File: src/rtl/stim_pkg.sv
// rtl/stim_pkg.sv - shared FSM encodings and width helper for the truth-table stimulus stage
// Purpose: state encoding used by truth_table_stim and a clog2 helper for counter sizing.
// Ports: none (package).
package stim_pkg;

  typedef enum logic [2:0] {
    ST_IDLE   = 3'd0,
    ST_DRIVE  = 3'd1,
    ST_SETTLE = 3'd2,
    ST_SAMPLE = 3'd3,
    ST_DONE   = 3'd4
  } state_t;

  // Bits needed to hold values 0 .. value-1, never less than one bit so a
  // single-cycle settle still gets a real counter.
  function automatic int clog2_min1(input int value);
    int w;
    w = 0;
    for (int i = 0; i < 32; i++) begin
      if ((1 << w) < value) w = w + 1;
    end
    return (w < 1) ? 1 : w;
  endfunction

endpackage

File: src/rtl/settle_timer.sv
// rtl/settle_timer.sv - loadable down-counter with zero flag
// Purpose: times the settle window between driving a vector and sampling the DUT.
// Ports:
//   clk       in  1      rising-edge clock
//   rst       in  1      asynchronous active-high reset
//   load      in  1      load count with load_val (has priority over en)
//   load_val  in  WIDTH  value loaded on load
//   en        in  1      decrement by one; holds at zero
//   zero      out 1      count is zero
module settle_timer #(
  parameter int WIDTH = 2
) (
  input  logic             clk,
  input  logic             rst,
  input  logic             load,
  input  logic [WIDTH-1:0] load_val,
  input  logic             en,
  output logic             zero
);

  logic [WIDTH-1:0] count;

  always_ff @(posedge clk or posedge rst) begin
    if (rst) begin
      count <= '0;
    end else if (load) begin
      count <= load_val;
    end else if (en && (count != '0)) begin
      count <= count - 1'b1;
    end
  end

  assign zero = (count == '0);

endmodule

File: src/rtl/truth_table_stim.sv
// rtl/truth_table_stim.sv - exhaustive truth-table stimulus and checker around a small combinational DUT
// Purpose: walks vectors 0 .. 2**N_IN-1, holds each on stim_o for a settle window, samples y_i
//          once per vector against EXPECT and reports error count, first failing vector and pass.
// Ports:
//   clk         in  1       rising-edge clock
//   rst         in  1       asynchronous active-high reset
//   start       in  1       begin a run (accepted in IDLE or DONE only)
//   abort       in  1       abandon a running sequence
//   y_i         in  1       DUT output
//   stim_o      out N_IN    DUT inputs (msb = a, lsb = b)
//   busy        out 1       run in progress
//   done        out 1       run completed, results valid
//   pass        out 1       run completed with no mismatches
//   err_count   out N_IN+1  mismatching vectors this run
//   fail_valid  out 1       at least one mismatch recorded
//   fail_vec    out N_IN    first mismatching vector
module truth_table_stim
  import stim_pkg::*;
#(
  parameter int                   N_IN          = 2,
  parameter int                   SETTLE_CYCLES = 4,
  parameter logic [(1<<N_IN)-1:0] EXPECT        = 4'b1000
) (
  input  logic            clk,
  input  logic            rst,
  input  logic            start,
  input  logic            abort,
  input  logic            y_i,
  output logic [N_IN-1:0] stim_o,
  output logic            busy,
  output logic            done,
  output logic            pass,
  output logic [N_IN:0]   err_count,
  output logic            fail_valid,
  output logic [N_IN-1:0] fail_vec
);

  localparam int              CNT_W       = clog2_min1(SETTLE_CYCLES);
  localparam logic [CNT_W-1:0] SETTLE_LOAD = CNT_W'(SETTLE_CYCLES - 1);
  localparam logic [N_IN-1:0] LAST_VEC    = '1;

  state_t          state;
  logic [N_IN-1:0] vec;
  logic            timer_zero;
  logic            mismatch;
  logic [N_IN:0]   err_next;

  // Counter reload happens in DRIVE; a reload on an aborted DRIVE is harmless
  // because every new run passes through DRIVE again before SETTLE.
  settle_timer #(
    .WIDTH (CNT_W)
  ) u_settle_timer (
    .clk      (clk),
    .rst      (rst),
    .load     (state == ST_DRIVE),
    .load_val (SETTLE_LOAD),
    .en       (state == ST_SETTLE),
    .zero     (timer_zero)
  );

  always_comb begin
    mismatch = (y_i != EXPECT[vec]);
    err_next = err_count + (N_IN+1)'(mismatch);
  end

  always_ff @(posedge clk or posedge rst) begin
    if (rst) begin
      state      <= ST_IDLE;
      vec        <= '0;
      stim_o     <= '0;
      busy       <= 1'b0;
      done       <= 1'b0;
      pass       <= 1'b0;
      err_count  <= '0;
      fail_valid <= 1'b0;
      fail_vec   <= '0;
    end else if (busy && abort) begin
      // Abort beats everything while running; results so far are kept for inspection.
      state  <= ST_IDLE;
      stim_o <= '0;
      busy   <= 1'b0;
      done   <= 1'b0;
      pass   <= 1'b0;
    end else begin
      case (state)
        ST_IDLE, ST_DONE: begin
          if (start) begin
            state      <= ST_DRIVE;
            vec        <= '0;
            busy       <= 1'b1;
            done       <= 1'b0;
            pass       <= 1'b0;
            err_count  <= '0;
            fail_valid <= 1'b0;
            fail_vec   <= '0;
          end
        end
        ST_DRIVE: begin
          stim_o <= vec;
          state  <= ST_SETTLE;
        end
        ST_SETTLE: begin
          if (timer_zero) state <= ST_SAMPLE;
        end
        ST_SAMPLE: begin
          err_count <= err_next;
          if (mismatch && !fail_valid) begin
            fail_valid <= 1'b1;
            fail_vec   <= vec;
          end
          if (vec == LAST_VEC) begin
            state <= ST_DONE;
            busy  <= 1'b0;
            done  <= 1'b1;
            pass  <= (err_next == '0);
          end else begin
            vec   <= vec + 1'b1;
            state <= ST_DRIVE;
          end
        end
        default: begin
          state  <= ST_IDLE;
          stim_o <= '0;
          busy   <= 1'b0;
        end
      endcase
    end
  end

endmodule
File: config.mk
export PLATFORM = sky130hd
export DESIGN_NAME = truth_table_stim
export DESIGN_NICKNAME = d
export VERILOG_FILES = /design/src/rtl/stim_pkg.sv /design/src/rtl/settle_timer.sv /design/src/rtl/truth_table_stim.sv
export SDC_FILE = /design/constraint.sdc
export NUM_CORES = 1
export LEC_CHECK = 0
export BUFFER_PORTS_ARGS = -buffer_cell sky130_fd_sc_hd__buf_2
export CELL_PAD_IN_SITES_DETAIL_PLACEMENT = 0
export CELL_PAD_IN_SITES_GLOBAL_PLACEMENT = 1
export CORE_MARGIN = 4
export CORE_UTILIZATION = 43
export CTS_CLUSTER_DIAMETER = 60
export DETAILED_ROUTE_END_ITERATION = 8
export GPL_TIMING_DRIVEN = 1
export PLACE_DENSITY_LB_ADDON = 0.1
export SLEW_MARGIN = 30
export SYNTH_ARGS = -nofsm -noshare
export SYNTH_HDL_FRONTEND = slang
export SYNTH_SLANG_ARGS = --single-unit
File: constraint.sdc
create_clock -name clk -period 2.7 [get_ports clk]
set_input_delay 0.27 -clock clk [delete_from_list [all_inputs] [get_ports clk]]
set_output_delay 0.27 -clock clk [all_outputs]
set_load 0.1 [all_outputs]
==> impl_metrics.xml <==
<?xml version="1.0" encoding="UTF-8"?>
<metrics>
  <group name="finish">
    <metric name="drive_gt1_share" unit="%">25.6</metric>
    <metric name="finalInstanceArea" unit="mm²">0.00121</metric>
    <metric name="final_core_utilization" unit="%">49.3</metric>
    <metric name="n_antenna_cell" unit="">0</metric>
    <metric name="multiInputGateArea" unit="µm²">567</metric>
    <metric name="fill_cells" unit="">242</metric>
    <metric name="flow.area_growth_from_synthesis" unit="%">9.88</metric>
    <metric name="final_cell_count_no_fill" unit="">151</metric>
    <metric name="final-seq-area" unit="µm²">450</metric>
    <metric name="nNetsFinal" unit="">131</metric>
  </group>
  <group name="setup_path">
    <metric name="crit_path_max_fanout" unit="">6</metric>
    <metric name="criticalPathCategory" unit="">reg -&gt; reg</metric>
    <metric name="worstPathArrival" unit="ns">2.28</metric>
    <metric name="timing.critical_path.required" unit="ns">2.92</metric>
    <metric name="worstSetupEndpointType" unit="">flip-flop</metric>
    <metric name="crit_path_start_kind" unit="">flip-flop</metric>
  </group>
  <group name="place">
    <metric name="dp_worst_setup_slack" unit="ns">0.672</metric>
    <metric name="post_dp_cell_area" unit="mm²">0.00117</metric>
    <metric name="place_congestion" unit="">0.713</metric>
    <metric name="place_inst" unit="">147</metric>
    <metric name="post_dp_hpwl" unit="mm">1.63</metric>
    <metric name="place.port_buffers" unit="">15</metric>
  </group>
  <group name="clock_network">
    <metric name="worst_setup_hold_path_clk_slew" unit="ns">0.11</metric>
    <metric name="cts_tree" unit="">done</metric>
    <metric name="post_cts_setup_repair_bufs" unit="">0</metric>
    <metric name="clk-insertion-delay-late" unit="ns">0.30</metric>
    <metric name="clock_tree.root_cell" unit="">clkbuf_4</metric>
    <metric name="numClockSinks" unit="">18</metric>
    <metric name="cts_buffers" unit="">3</metric>
    <metric name="hold_buffers" unit="">0</metric>
    <metric name="cts.htree.levels" unit="">1</metric>
    <metric name="postCtsResizedCells" unit="">0</metric>
    <metric name="cts_buffer_depth" unit="">2</metric>
  </group>
  <group name="drt">
    <metric name="final_antenna_net_count" unit="">0</metric>
    <metric name="via_per_inst" unit="">5.75</metric>
    <metric name="routed-via-count" unit="">868</metric>
    <metric name="drt-total-wl" unit="mm">2.27</metric>
    <metric name="detail_route.iter0.violations" unit="">11</metric>
    <metric name="drcViolationCount" unit="">0</metric>
    <metric name="wire_per_inst" unit="µm">15.1</metric>
    <metric name="drt_first_pass_iters" unit="">4</metric>
  </group>
  <group name="floorplanning">
    <metric name="design.portCount" unit="">16</metric>
    <metric name="die_w" unit="µm">58.6</metric>
    <metric name="rows" unit="">18</metric>
    <metric name="die_span_in_y" unit="µm">58.6</metric>
    <metric name="starting_utilization_of_the_core_area" unit="%">44.9</metric>
    <metric name="core_region_area" unit="mm²">0.00245</metric>
    <metric name="design.die.area" unit="mm²">0.00344</metric>
  </group>
  <group name="synthesis">
    <metric name="synth.cells.most_frequent" unit="">dfrtp_1 (18), inv_1 (11), a21oi_1 (6), o211ai_1 (6)</metric>
    <metric name="commonest_register_cell_after_synthesis" unit="">dfrtp_1</metric>
    <metric name="yosysSeqAreaShare" unit="%">40.9</metric>
    <metric name="number_of_flops_mapped_to_enable_cells_by_yosys" unit="">0</metric>
    <metric name="synth.top_cells.by_area" unit="">dfrtp_1 (41%), ha_1 (4.5%), o211ai_1 (4.1%)</metric>
    <metric name="synth_area_leader_cell" unit="">dfrtp_1</metric>
    <metric name="fraction_of_registers_with_async_set_or_reset_after_synthesis" unit="%">100</metric>
    <metric name="post-synth-top-area-fraction" unit="%">40.9</metric>
    <metric name="post_synth_num_cell_types" unit="">45</metric>
    <metric name="synth_fp_nets" unit="">117</metric>
    <metric name="synth_area" unit="mm²">0.00110</metric>
    <metric name="synth-warning-count" unit="">0</metric>
    <metric name="synthesized_netlist_cell_count" unit="">108</metric>
    <metric name="avgSynthCellArea" unit="µm²">10.2</metric>
    <metric name="postSynthRegisterBits" unit="">18</metric>
    <metric name="post-synth-top-count-cell" unit="">dfrtp_1</metric>
  </group>
  <group name="power_and_ir_drop">
    <metric name="worst_ir_drop_vdd" unit="mV">0.679</metric>
    <metric name="totalPowerFinal" unit="mW">1.51</metric>
    <metric name="static-leakage-power" unit="nW">0.554</metric>
    <metric name="power_density" unit="mW/mm²">1250</metric>
  </group>
  <group name="global_route">
    <metric name="grt_remaining_overflow" unit="">0</metric>
    <metric name="maximum_number_of_pins_on_one_net_before_global_route_repair" unit="">21</metric>
    <metric name="total_track_usage" unit="%">15.0</metric>
    <metric name="antenna_found_initial" unit="">0</metric>
    <metric name="grt_pass1_vias" unit="">819</metric>
    <metric name="grt.met2_usage" unit="%">25.5</metric>
    <metric name="met1_track_demand_over_resource_in_global_routing" unit="%">18.4</metric>
    <metric name="grt_first_pass_wirelength" unit="mm">3.91</metric>
    <metric name="groute.layer.met3.usage" unit="%">1.97</metric>
    <metric name="grt_most_used_layer" unit="">met2</metric>
  </group>
  <group name="sta">
    <metric name="slew-limit-headroom" unit="%">53.1</metric>
    <metric name="fin_setup_tns" unit="ns">0</metric>
    <metric name="timing.final.max_slew_violations" unit="">0</metric>
    <metric name="final_worst_setup_slack" unit="ns">0.635</metric>
    <metric name="fin_worst_hold_slack" unit="ns">0.0613</metric>
    <metric name="final_worst_path_period_share" unit="%">76.5</metric>
    <metric name="final-setup-viol-count" unit="">0</metric>
    <metric name="fin_worst_skew" unit="ns">0.00147</metric>
    <metric name="period_needed" unit="ns">2.06</metric>
    <metric name="rsz_0062_raised_after_global_routing" unit="">no</metric>
    <metric name="tightestPinTransition" unit="ns">0.703</metric>
    <metric name="highest_attainable_clock_frequency" unit="MHz">484</metric>
    <metric name="hold_viol_final" unit="">0</metric>
  </group>
  <group name="job">
    <metric name="max-cap-violations" unit="">0</metric>
  </group>
  <group name="status">
    <metric name="run_status" unit="">complete, no violations</metric>
  </group>
  <group name="worst_hold_path">
    <metric name="hold_path_class" unit="">in -&gt; async</metric>
  </group>
</metrics>
-- final timing paths --
| kind | slack [ns] | endpoint | start | cells past startpoint |
|---|---|---|---|---|
| setup / recovery | 0.64 | err_count[2]$_DFFE_PP0P_ | vec[0]$_DFFE_PP0P_ | 7 |
| hold / removal | 0.06 | stim_o[0]$_DFFE_PP0P_ | rst | 2 |
| setup reg to reg | 0.64 | err_count[2]$_DFFE_PP0P_ | vec[0]$_DFFE_PP0P_ | 7 |
| hold reg to reg | 0.52 | pass$_DFFE_PP0P_ | pass$_DFFE_PP0P_ | 2 |
| max in group asynchronous | 2.19 | err_count[2]$_DFFE_PP0P_ | rst | 2 |
| min in group clk | 0.41 | state[0]$_DFFE_PP0P_ | start | 4 |
-- layer usage --
layer / vias up / routed length, µm
met2: 14 / 1140
met4: 0 / 45
met3: 5 / 68
met1: 428 / 1020
met5: - / 0
li1: 421 / -
-- registers in the layout (all words and copies together), names as in the netlist --
register,flops
fail_valid,1
busy,1
fail_vec,2
u_settle_timer.count,2
err_count,3
done,1
pass,1
stim_o,2
state,3
vec,2
-- cells in the final DEF (no fill, tap or decap), types with 3 or more instances in the layout --
cell type  synthesis  layout
ha_1               4       4
xnor2_1            3       3
inv_1             11      11
nand2b_1           3       3
dfrtp_1           18      18
a22o_1             3       3
a21oi_1            6       6
nor3_1             3       3
nor2_1             3       3
nand4_1            4       4
clkbuf_4           0       3
buf_2              2      15
o211ai_1           6       6
-- power breakdown --
part | leakage [nW] | internal, mW | total, mW | switching (mW)
Clock | 0.0210 | 0.0822 | 0.171 | 0.0891
Combinational | 0.297 | 0.267 | 0.832 | 0.565
Sequential | 0.236 | 0.356 | 0.505 | 0.149
Total | 0.554 | 0.705 | 1.51 | 0.803
-- cells by family (layout without fill, tap and decap cells) --
logic type | after synthesis | in the layout | synth area share [%]
muxes | 4 | 4 | 4.31
adders and majority gates | 4 | 4 | 4.54
DFF | 18 | 18 | 40.9
xor gates and xnor gates | 3 | 3 | 2.38
buffers and inverters | 18 | 31 | 7.72
AOI/OAI and AO/OA | 31 | 31 | 22.1
and+or+nand+nor | 30 | 30 | 18.0
-- layout make-up --
cell class | instances | area share [%]
sequential | 18 | 37.2
tap | 30 | 3.10
inverter | 12 | 3.72
multi-input combinational | 72 | 46.8
clock buffer | 4 | 3.00
timing repair buffer | 15 | 6.20
-- worst max-delay path: stages (launching register included) --
cell and delay (ns):
dfrtp_1 0.43, ha_1 0.29, xnor2_1 0.27, inv_1 0.14
ha_1 0.20, ha_1 0.21, or3_1 0.35, o211ai_1 0.09
(Power assumes the default switching activity.)
